### src/rtl/turbo_frame_ctrl.sv
// Turbo encoder frame controller: buffers K systematic bits, steps two RSC encoders
// through data and termination phases, and registers the coded (x, z1, z2) triples.
module turbo_frame_ctrl #(
  parameter int K_MAX = 256,
  parameter int AW    = 8
) (
  input  logic          clk,
  input  logic          rst_N,
  input  logic          start,
  input  logic [AW:0]   frame_len,
  input  logic          in_valid,
  input  logic          in_bit,
  output logic          in_ready,
  output logic [AW-1:0] il_addr,
  input  logic [AW-1:0] il_data,
  output logic          enc_rst,
  output logic          enc1_bin,
  output logic          enc1_mode,
  output logic          enc2_bin,
  output logic          enc2_mode,
  input  logic          enc1_x,
  input  logic          enc1_z,
  input  logic          enc2_x,
  input  logic          enc2_z,
  output logic          out_valid,
  output logic          out_x,
  output logic          out_z1,
  output logic          out_z2,
  output logic          out_last,
  output logic          busy,
  output logic          done,
  output logic          err
);

  localparam int          DEPTH   = 1 << AW;
  localparam logic [AW:0] K_MAX_L = (AW+1)'(K_MAX);

  typedef enum logic [2:0] {IDLE, LOAD, ENC, TAIL1, TAIL2, DONE} state_t;

  state_t        state_q, state_d;
  logic [AW-1:0] cnt_q, cnt_d;
  logic [1:0]    tail_q, tail_d;
  logic [AW:0]   k_q, k_d;
  logic          bit_buf [DEPTH];
  logic          len_ok;
  logic          cnt_last;
  logic          tail_last;

  assign len_ok    = (frame_len != '0) && (frame_len <= K_MAX_L);
  assign cnt_last  = ({1'b0, cnt_q} == (k_q - 1'b1));
  assign tail_last = (tail_q == 2'd2);

  always_comb begin
    state_d   = state_q;
    cnt_d     = cnt_q;
    tail_d    = tail_q;
    k_d       = k_q;
    in_ready  = 1'b0;
    busy      = 1'b0;
    enc_rst   = 1'b1;
    enc1_mode = 1'b0;
    enc2_mode = 1'b0;
    il_addr   = '0;
    enc1_bin  = 1'b0;
    enc2_bin  = 1'b0;
    case (state_q)
      IDLE: begin
        if (start && len_ok) begin
          state_d = LOAD;
          k_d     = frame_len;
          cnt_d   = '0;
        end
      end
      LOAD: begin
        in_ready = 1'b1;
        busy     = 1'b1;
        if (in_valid) begin
          if (cnt_last) begin
            state_d = ENC;
            cnt_d   = '0;
          end else begin
            cnt_d = cnt_q + 1'b1;
          end
        end
      end
      ENC: begin
        busy     = 1'b1;
        enc_rst  = 1'b0;
        il_addr  = cnt_q;
        enc1_bin = bit_buf[cnt_q];
        enc2_bin = bit_buf[il_data];
        if (cnt_last) begin
          state_d = TAIL1;
          tail_d  = '0;
        end else begin
          cnt_d = cnt_q + 1'b1;
        end
      end
      TAIL1: begin
        busy      = 1'b1;
        enc_rst   = 1'b0;
        enc1_mode = 1'b1;
        enc2_mode = 1'b1;
        if (tail_last) begin
          state_d = TAIL2;
          tail_d  = '0;
        end else begin
          tail_d = tail_q + 2'd1;
        end
      end
      TAIL2: begin
        busy      = 1'b1;
        enc_rst   = 1'b0;
        enc1_mode = 1'b1;
        enc2_mode = 1'b1;
        if (tail_last) begin
          state_d = DONE;
        end else begin
          tail_d = tail_q + 2'd1;
        end
      end
      DONE: begin
        busy    = 1'b1;
        enc_rst = 1'b0;
        state_d = IDLE;
      end
      default: state_d = IDLE;
    endcase
    // Reset is synchronous, so hold the decoded controls quiet while it is asserted.
    if (!rst_N) begin
      in_ready  = 1'b0;
      busy      = 1'b0;
      enc_rst   = 1'b1;
      enc1_mode = 1'b0;
      enc2_mode = 1'b0;
      il_addr   = '0;
      enc1_bin  = 1'b0;
      enc2_bin  = 1'b0;
    end
  end

  always_ff @(posedge clk) begin
    if (!rst_N) begin
      state_q   <= IDLE;
      cnt_q     <= '0;
      tail_q    <= '0;
      k_q       <= '0;
      out_valid <= 1'b0;
      out_x     <= 1'b0;
      out_z1    <= 1'b0;
      out_z2    <= 1'b0;
      out_last  <= 1'b0;
      done      <= 1'b0;
      err       <= 1'b0;
    end else begin
      state_q   <= state_d;
      cnt_q     <= cnt_d;
      tail_q    <= tail_d;
      k_q       <= k_d;
      out_valid <= (state_q == ENC) || (state_q == TAIL1) || (state_q == TAIL2);
      out_last  <= (state_q == TAIL2) && tail_last;
      done      <= (state_q == DONE);
      err       <= (state_q == IDLE) && start && !len_ok;
      case (state_q)
        ENC: begin
          out_x  <= bit_buf[cnt_q];
          out_z1 <= enc1_z;
          out_z2 <= enc2_z;
        end
        TAIL1: begin
          out_x  <= enc1_x;
          out_z1 <= enc1_z;
          out_z2 <= 1'b0;
        end
        TAIL2: begin
          out_x  <= enc2_x;
          out_z1 <= 1'b0;
          out_z2 <= enc2_z;
        end
        default: begin
          out_x  <= 1'b0;
          out_z1 <= 1'b0;
          out_z2 <= 1'b0;
        end
      endcase
    end
  end

  // The bit buffer is deliberately left out of reset; stale contents stay readable.
  always_ff @(posedge clk) begin
    if (rst_N && (state_q == LOAD) && in_valid) begin
      bit_buf[cnt_q] <= in_bit;
    end
  end

endmodule

### config.mk
export PLATFORM = sky130hd
export DESIGN_NAME = turbo_frame_ctrl
export DESIGN_NICKNAME = d
export VERILOG_FILES = /design/src/rtl/turbo_frame_ctrl.sv
export SDC_FILE = /design/constraint.sdc
export NUM_CORES = 1
export LEC_CHECK = 0
export CORE_MARGIN = 2
export CORE_UTILIZATION = 60
export CTS_CLUSTER_SIZE = 28
export DETAILED_ROUTE_END_ITERATION = 8
export PLACE_DENSITY = 0.74
export SYNTH_ARGS = -nofsm -noshare
export SYNTH_HDL_FRONTEND = slang
export SYNTH_SLANG_ARGS = --single-unit
### constraint.sdc
create_clock -name clk -period 6.4 [get_ports clk]
set_input_delay 1.28 -clock clk [delete_from_list [all_inputs] [get_ports clk]]
set_output_delay 1.28 -clock clk [all_outputs]
set_load 0.02 [all_outputs]
-- Word-level counts from Yosys, hierarchy flattened
Memory sizes are Yosys's and may differ from the RTL's. A register that Yosys moved wholly into a read port is not among the register bits.
Cells that the tools add are included.
- add/subtract/negate cells: 3
- magnitude comparators: 1
- equality and inequality tests: 15
- muxes and demuxes: 35
- reduce and logical (&&, ||, !) cells: 25
- operators with widths (kind ; count):
    2-to-1 mux 8 bit ; 8
    case mux 8 bit (3 select lines) ; 1
    2-to-1 mux 3 bit ; 6
    != test 2 bit, second input constant ; 8
    case mux 3 bit (5 select lines) ; 1
    2-to-1 mux 1 bit ; 14
    == test 8 x 9 -> 1 bit ; 1
    less-or-equal comparator 9 bit, second input constant ; 1
    nonzero test 9 bit ; 1
    subtractor 9 x 1 -> 9 bit, second input constant ; 1
    adder 8 x 1 -> 8 bit, second input constant ; 1
    logical AND 1 bit ; 7
    == test 3 x 2 -> 1 bit, second input constant ; 2
    == test 3 bit, second input constant ; 2
    2-to-1 mux 2 bit ; 3
    case mux 2 bit (3 select lines) ; 1
    AND reduction 2 bit ; 3
    AND reduction 6 bit ; 1
    nonzero test 3 bit ; 2
    OR reduction 2 bit ; 3
    OR reduction 5 bit ; 1
    AND reduction 4 bit ; 1
    OR reduction 4 bit ; 1
    == test 3 x 1 -> 1 bit, second input constant ; 1
    other kinds (7) ; 8
- register bits after elaboration: 29
- memory bits (writable): 256
- input port bits: 26
- output and inout bits: 22
- word-level logic and storage cells: 91
- memories: 1
- memory list (memory ; depth ; width ; read ports ; clocked after Yosys merged registers in ; wr ports ; line ; source):
    bit_buf ; 256 ; 1 ; 2 ; 1 ; 1 ; 44 ; logic bit_buf [DEPTH];

-- Longest topological paths before layout
Gate-level depths: netlist (run 1).
- word-level depth: 7
- depth in mapped cells: 10
- depth with buffers taken out: 9

-- Worst setup path before layout (run 1)
No wires, ideal clock.
- path kind: input-to-output
- start point: input port il_data[0]
- end point: output port enc2_bin
- arrival: 3.406 ns
- data required time: 5.120 ns
- path slack: 1.714 ns
- cell stages on the path: 9
- buffers on the path: 3
- cell sequence: buf_6 buf_4 buf_2 mux4_2 mux4_2 mux2i_1 o21ai_0 mux2i_1 o22ai_1
- word-level cells in the longest chain between the ends: 3
- ends and longest elaborated chain (item ; line ; source):
    from (decl) ; 15 ; input logic [AW-1:0] il_data,
    memory (256 x 1 bit) ; - ;
    2-to-1 mux 1 bit ; 66 ; case (state_q)
    2-to-1 mux 1 bit ; 130 ; if (!rst_N) begin
    to (decl) ; 19 ; output logic enc2_bin,
No other way between the ends.

-- Worst setup path in the final report (run 1)
Same ends and word-level chain as after synthesis.

==> results_dict.tcl, run 1 <==
set metrics [dict create \
    status "complete, no violations" \
    grtUsageMet2 0.454 \
    report.final.setup_viol 0 \
    tritoncts_clock_tree "yes" \
    critPathKind "primary input to primary output" \
    cts_inserted_buffers 30 \
    totalNegativeSetupSlack_ns 0 \
    timing_hold_violations_final 0 \
    static-leakage-power_uw 0.00501 \
    pre_cts_ws_ns 0.597 \
    diodes 0 \
    antenna_violating_nets_post_route 0 \
    synth.yosys.warnings 0 \
    min_path_cells 2 \
    postSynthCellCount 1116 \
    cts_resized 0 \
    cpPeakStageDelay_ns 0.55 \
    finalWeightedCongestion 0.827 \
    global_routing_met1_resource_utilization 0.413 \
    mappedNetlistArea_mm2 0.0151 \
    clk_path_buf_depth 3 \
    synth.net_count 1150 \
    crit_path_end_kind "primary output" \
    post_cts_buffers 0 \
    critical_path.reg2reg.endpoint "out_x$_SDFF_PN0_" \
    row_count 57 \
    cts_hold_repair.buffers 0 \
    ios 48 \
    wl_per_cell_um 25.5 \
    dp.final_hpwl_um 23100 \
    core-area_mm2 0.0245 \
    critPathLaunchType "primary input" \
    slew-limit-headroom 0.210 \
    fin_worst_hold_slack_ns 0.483 \
    globalRouteTotalUtil 0.291 \
    achievable-frequency_mhz 173 \
    routed_vias_inst 6.75 \
    final_common_cell "sky130_fd_sc_hd__nor2_1" \
    timing.critical_path.required_ns 5.12 \
    synth_async_sr_flop_share 0 \
    synth_edf_count 256 \
    die_area_mm2 0.0264 \
    path_type_of_the_worst_min_delay_path "flop to flop" \
    io_buffer_count 47 \
    ir_worst_vdd_v 0.000191 \
    number_of_global_route_vias_before_repair 9781 \
    slew_viol_final 0 \
    part_of_the_cycle_the_worst_path_needs 0.905 \
    global_route.peak_usage_layer "met2" \
    drt_wl_total_um 37400 \
    cp_cell_sequence "buf_4 > buf_12 > mux4_2 > mux4_2 > mux2i_1 > o21ai_0 > mux2i_1 > o22ai_1 > clkdlybuf4s50_1" \
    grt_antenna_before_repair 0 \
    final_layout_size_suffix_gt1_frac 0.190 \
    dieHeight_um 162 \
    period_minus_slack_ns 5.79 \
    clkTransAtPathRegs_ns 0.06 \
    critPathBufInv 3 \
    cells_on_worst_reg2reg_path 7 \
    synth.ff_latch_count 293 \
    detailedRoute.firstIterationViolations 1335 \
    worst_slack_ns 0.610 \
    route.vias.total 9896 \
    met3_usage 0.0626 \
    critPathTopFamily "multiplexers" \
    grt_first_pass_wirelength_um 57200 \
    synth_area_per_cell_um2 13.5 \
    nNetsFinal 1153 \
    pin_count_of_the_biggest_net_entering_global_routing 181 \
    seq_area_frac_synth 0.560 \
    critPathArrivalTime_ns 4.51 \
    clock_sink_count 293 \
    crit_path_max_fanout 36 \
    critical_path.slowest_cell "sky130_fd_sc_hd__clkdlybuf4s50_1" \
    rsz0062_at_grt "no" \
    setup.reg_to_reg.worst_slack_ns 3.32 \
    firstDrtPassIters 6 \
    finClkSkew_ns 0.0144 \
    die_w_um 162 \
    cts_root_cell "sky130_fd_sc_hd__clkbuf_16" \
    remaining_drc_errors 0 \
    timing.hold.worst_endpoint "tail_q[1]$_SDFFE_PN0P_" \
    max_cap_viol_count 0 \
    timing_worst_slew_pin_value_ns 1.18 \
    clock_tree.htree_level_count 1 \
    most-common-layout-cells "sky130_fd_sc_hd__nor2_1, sky130_fd_sc_hd__edfxtp_1, sky130_fd_sc_hd__mux4_2, sky130_fd_sc_hd__nand2_1, sky130_fd_sc_hd__clkdlybuf4s50_1" \
    beginning_of_the_critical_path "il_data[0]" \
    powerDensity_mw_per_mm2 253 \
    yosysUniqueCellTypes 54 \
    clkLatencyLatePin_ns 0.57 \
    start_util 0.616 \
    filler_cell_count 1670 \
    globalRouteOverflowTotal 0 \
    holdCritStartpoint "tail_q[1]$_SDFFE_PN0P_" \
    synth_top_flop_cell "sky130_fd_sc_hd__edfxtp_1" \
    layout_overhead_on_the_synthesized_area_pct 10.9 \
]
synthesized netlist by cell type (10+ instances only):
| cell | n | area share |
|---|---|---|
| sky130_fd_sc_hd__a21oi_1 | 19 | 0.0063 |
| sky130_fd_sc_hd__a22oi_1 | 12 | 0.0060 |
| sky130_fd_sc_hd__and3_1 | 11 | 0.0046 |
| sky130_fd_sc_hd__buf_2 | 16 | 0.0053 |
| sky130_fd_sc_hd__clkbuf_1 | 60 | 0.015 |
| sky130_fd_sc_hd__dfxtp_1 | 37 | 0.049 |
| sky130_fd_sc_hd__edfxtp_1 | 256 | 0.51 |
| sky130_fd_sc_hd__inv_1 | 10 | 0.0025 |
| sky130_fd_sc_hd__mux2i_1 | 19 | 0.013 |
| sky130_fd_sc_hd__mux4_2 | 144 | 0.22 |
| sky130_fd_sc_hd__nand2_1 | 80 | 0.020 |
| sky130_fd_sc_hd__nand2b_1 | 12 | 0.0050 |
| sky130_fd_sc_hd__nand3_1 | 14 | 0.0047 |
| sky130_fd_sc_hd__nor2_1 | 272 | 0.068 |
| sky130_fd_sc_hd__nor2b_1 | 16 | 0.0066 |
| sky130_fd_sc_hd__o21ai_0 | 10 | 0.0033 |
how the worst max path moves through the flow:
stage | end | cells past startpoint
global placement | enc2_bin | 8
detailed placement | enc2_bin | 8
finish | enc2_bin | 9
global route | enc2_bin | 9
CTS | enc2_bin | 9
floorplan | enc2_bin | 9
worst reg2reg max path: stages (launching register included):
cell and delay (ns):
sky130_fd_sc_hd__dfxtp_4 0.74, sky130_fd_sc_hd__buf_12 0.31, sky130_fd_sc_hd__mux4_2 0.53, sky130_fd_sc_hd__mux4_2 0.45, sky130_fd_sc_hd__or4_1 0.41, sky130_fd_sc_hd__and4_1 0.26, sky130_fd_sc_hd__nand3_1 0.15, sky130_fd_sc_hd__o21ai_0 0.10
flip-flops by register name, indices dropped and copies added (netlist names), 2 cells and up, named ones only:
name,cells
bit_buf,256
cnt_q,8
k_q,9
state_q,3
tail_q,2
stage by stage:
step,std cells,utilization,total power [uW],area [um^2]
finish,1467,0.683,4230,16700
global placement,1411,0.641,2440,15700
CTS,1467,0.683,4230,16700
floorplan,1116,-,2350,15100
detailed placement,1411,0.641,2450,15700
global route,1467,0.683,4330,16700
where the power goes:
group	internal, uW	switching, uW
combinational	155	151
sequential	2080	23.5
clock	1070	750
total	3300	924
cells by family after synthesis:
family,count (synthesis),synth area share
flip-flops,293,0.560
multiplexers,167,0.231
adder cells (fa/ha/maj),8,0.00665
AO/OA/AOI/OAI,86,0.0386
XOR/XNOR,9,0.00524
AND/OR/NAND/NOR,455,0.131
buffers and inverters,98,0.0280
area by class of cell:
| cell class | instances | area (um^2) | area share |
|---|---|---|---|
| clock inverter | 18 | 196 | 0.0118 |
| tap | 324 | 405 | 0.0243 |
| sequential | 293 | 8440 | 0.505 |
| multi-input combinational | 725 | 6210 | 0.372 |
| clock buffer | 38 | 822 | 0.0492 |
| inverter | 10 | 37.5 | 0.00225 |
| timing repair buffer | 59 | 592 | 0.0354 |
layer usage:
metal / part of all wire / vias up
li1: - / 4241
met3: 0.11 / 110
met2: 0.47 / 573
met1: 0.38 / 4972
met5: 0 / -
met4: 0.036 / 0
(Power assumes the default switching activity.)
==> run 2: changes to the inputs <==
--- a/config.mk
+++ b/config.mk
@@ -5,6 +5,8 @@
 export SDC_FILE = /design/constraint.sdc
 export NUM_CORES = 1
 export LEC_CHECK = 0
+export ABC_AREA = 1
+export CAP_MARGIN = 20
 export CORE_MARGIN = 2
 export CORE_UTILIZATION = 60
 export CTS_CLUSTER_SIZE = 28
==> run 2 against run 1 <==
Against the previous run:
- die area grew 7.0%
- via count increased by 50%
- the flow now finishes with violations (design-rule violations)
- cell count increased by 60%
- synthesized cell count increased by 81%
- flip-flop and latch count unchanged
- worst setup slack improved by 0.25 ns
- total power grew 23%
- non-clock buffer count increased by 25
- critical endpoint is now enc1_bin
- sequential power up 2%
==> results_dict.tcl, run 2 <==
set metrics [dict create \
    status "finished with violations" \
    failed_checks "design-rule violations" \
    yosysUniqueCellTypes 30 \
    seq_area_frac_synth 0.522 \
    cpPeakStageDelay_ns 0.75 \
    clock_sink_count 293 \
    finClkSkew_ns 0.0123 \
    final_common_cell "sky130_fd_sc_hd__nand2_1" \
    part_of_the_cycle_the_worst_path_needs 0.866 \
    totalNegativeSetupSlack_ns 0 \
    ir_worst_vdd_v 0.000288 \
    pin_count_of_the_biggest_net_entering_global_routing 182 \
    total_power_uw 5210 \
    critical_path.most_common_cell "sky130_fd_sc_hd__nand3_1" \
    io_buffer_count 47 \
    netlist.area_leader.share 0.476 \
    synth.most_common_cell "sky130_fd_sc_hd__nand2_1" \
    grt_first_pass_wirelength_um 75600 \
    critPathLaunchType "flop" \
    pre_cts_ws_ns 1.10 \
    finish.utilization 0.665 \
    regs_by_ff_count "bit_buf: 256 flops, k_q: 9 flops, cnt_q: 8 flops" \
    p_clk_frac 0.359 \
    critical_path.slowest_cell "sky130_fd_sc_hd__buf_4" \
    period_minus_slack_ns 5.54 \
    crit_path_max_fanout 66 \
    globalRouteOverflowTotal 0 \
    power.share.switching 0.316 \
    synth_top_flop_cell "sky130_fd_sc_hd__edfxtp_1" \
    critPathKind "flop to primary output" \
    row_count 60 \
    drt_wl_total_um 49900 \
    synth_top_family_by_area "simple AND/OR/NAND/NOR gates" \
    post_synth_xor_area_fraction 0.00760 \
    slew_viol_final 0 \
    ranking_of_synthesized_cells_by_area "sky130_fd_sc_hd__edfxtp_1, sky130_fd_sc_hd__nand2_1, sky130_fd_sc_hd__nand3_1, sky130_fd_sc_hd__nor2_1, sky130_fd_sc_hd__dfxtp_1" \
    largest-register "bit_buf" \
    mappedNetlistArea_mm2 0.0161 \
    synth_async_sr_flop_share 0 \
    grt_antenna_before_repair 0 \
    core-area_mm2 0.0267 \
    cts_resized 0 \
    yosys.area_share.simple 0.325 \
    adder_cell_share_of_the_synthesized_area 0.00620 \
    rsz0062_at_grt "no" \
    final_layout_size_suffix_gt1_frac 0.0567 \
    path_type_of_the_worst_min_delay_path "flop to flop" \
    filler_cell_count 2199 \
    remaining_drc_errors 1 \
    cell_internal_pwr_uw 3560 \
    crit_path_end_kind "primary output" \
    worst_slack_ns 0.858 \
    antenna_violating_nets_post_route 0 \
    clkLatencyLatePin_ns 0.56 \
    synth_area_per_cell_um2 8.00 \
    post_cts_buffers 0 \
    critPathTopFamily "buffers and inverters" \
    net-switching-power_uw 1640 \
    globalRouteTotalUtil 0.348 \
    clock_tree.htree_level_count 1 \
    postPlaceCellArea_mm2 0.0166 \
    max_cap_viol_count 0 \
    tritoncts_clock_tree "yes" \
    die_area_mm2 0.0282 \
    clk_path_buf_depth 3 \
    die_w_um 168 \
    number_of_global_route_vias_before_repair 13700 \
    routed_vias_inst 6.32 \
    wl_per_cell_um 21.2 \
    cts_inserted_buffers 30 \
    synth_common_cells "sky130_fd_sc_hd__nand2_1, sky130_fd_sc_hd__nor2_1, sky130_fd_sc_hd__nand3_1" \
    achievable-frequency_mhz 180 \
    combPwrFrac 0.230 \
    slew-limit-headroom 0.191 \
    start_util 0.605 \
    most-common-layout-cells "sky130_fd_sc_hd__nand2_1, sky130_fd_sc_hd__nor2_1, sky130_fd_sc_hd__nand3_1, sky130_fd_sc_hd__edfxtp_1, sky130_fd_sc_hd__o21ai_0" \
    post_synth_mux_area_share 0 \
    timing_worst_slew_pin_value_ns 1.21 \
    ios 48 \
    timing.critical_path.required_ns 5.12 \
    firstDrtPassIters 9 \
    diodes 0 \
    synth.ff_latch_count 293 \
    route.vias.total 14900 \
    critPathArrivalTime_ns 4.26 \
    cp_cell_sequence "buf_4 > buf_4 > nand2_1 > nand3_1 > nand3_1 > nand3_1 > nand2_1 > nand2_1 > nand3_1 > nand3_1 > nand3_1 > nand2_1 > nand2_1 > nor2_1 > clkdlybuf4s50_1" \
    seq_power_share 0.410 \
    critPathBufInv 3 \
    clkTransAtPathRegs_ns 0.06 \
    postSynthCellCount 2017 \
    synth_edf_count 256 \
    report.final.setup_viol 0 \
    post-synth-top-area-cell "sky130_fd_sc_hd__edfxtp_1" \
    nNetsFinal 2020 \
    final_area_mm2 0.0177 \
    finalWeightedCongestion 0.897 \
    cts_root_cell "sky130_fd_sc_hd__clkbuf_16" \
    synth-compound-area-share 0.0743 \
    detailedRoute.firstIterationViolations 2384 \
    dieHeight_um 168 \
    layout_overhead_on_the_synthesized_area_pct 9.92 \
    largest_register_ff_count 256 \
    static-leakage-power_uw 0.00636 \
    cts_hold_repair.buffers 0 \
    dp.final_hpwl_um 28600 \
    powerDensity_mw_per_mm2 294 \
    synth.yosys.warnings 0 \
    synth.net_count 2051 \
    timing_hold_violations_final 0 \
]
==> run 2: layout make-up <==
| type | count | area, um^2 | area share |
|---|---|---|---|
| Clock buffer | 40 | 861 | 0.0485 |
| Clock inverter | 16 | 204 | 0.0115 |
| Inverter | 79 | 299 | 0.0169 |
| Multi-Input combinational cell | 1498 | 6670 | 0.376 |
| Sequential cell | 293 | 8430 | 0.475 |
| Tap cell | 341 | 427 | 0.0241 |
| Timing Repair Buffer | 84 | 840 | 0.0473 |
==> run 2: final timing paths <==
kind / to / cells after the start / slack [ns] / startpoint
worst max register to register: out_x$_SDFF_PN0_ / 14 / 3.21 / flop
worst min register to register: k_q[1]$_SDFFE_PN0P_ / 2 / 0.49 / k_q[1]$_SDFFE_PN0P_
worst max-delay path: enc1_bin / 15 / 0.86 / flop
worst min-delay path: k_q[1]$_SDFFE_PN0P_ / 2 / 0.49 / k_q[1]$_SDFFE_PN0P_
==> run 2: stage by stage <==
stage	std cells	hold slack, ns
floorplan	2017	0.452
global placement	2292	0.475
detailed placement	2293	0.486
CTS	2349	0.491
global route	2351	0.507
finish	2351	0.495
==> run 2: cells by family (layout without fill, tap and decap cells) <==
| logic type | count (synthesis) | count (layout) |
|---|---|---|
| flops | 293 | 293 |
| buf+inv | 226 | 219 |
| fa+ha+maj | 8 | 8 |
| compound gates | 223 | 223 |
| xor+xnor | 14 | 14 |
| simple gates | 1253 | 1253 |
==> run 2: routing by layer <==
metal | vias to the layer above | share of wire | global-route usage
met2 | 991 | 0.47 | 0.573
met5 | - | 0 | 0
li1 | 6726 | - | -
met3 | 205 | 0.12 | 0.0651
met4 | 0 | 0.046 | 0.158
met1 | 6932 | 0.36 | 0.452
==> run 2: tightest hold or removal path, cell delays in order (launching register included) <==
cell	delay (ns)
sky130_fd_sc_hd__dfxtp_1	0.30
sky130_fd_sc_hd__inv_1	0.08
sky130_fd_sc_hd__a21oi_1	0.07
==> run 2: power groups by stage <==
stage | clock (uW) | combinational, uW | sequential [uW]
final | 1870 | 1200 | 2140
after global routing | 1950 | 1300 | 2140
after CTS | 1880 | 1160 | 2140
after detailed placement | 0 | 1150 | 2180
after global placement | 0 | 1120 | 2180
after floorplan | 0 | 796 | 2170
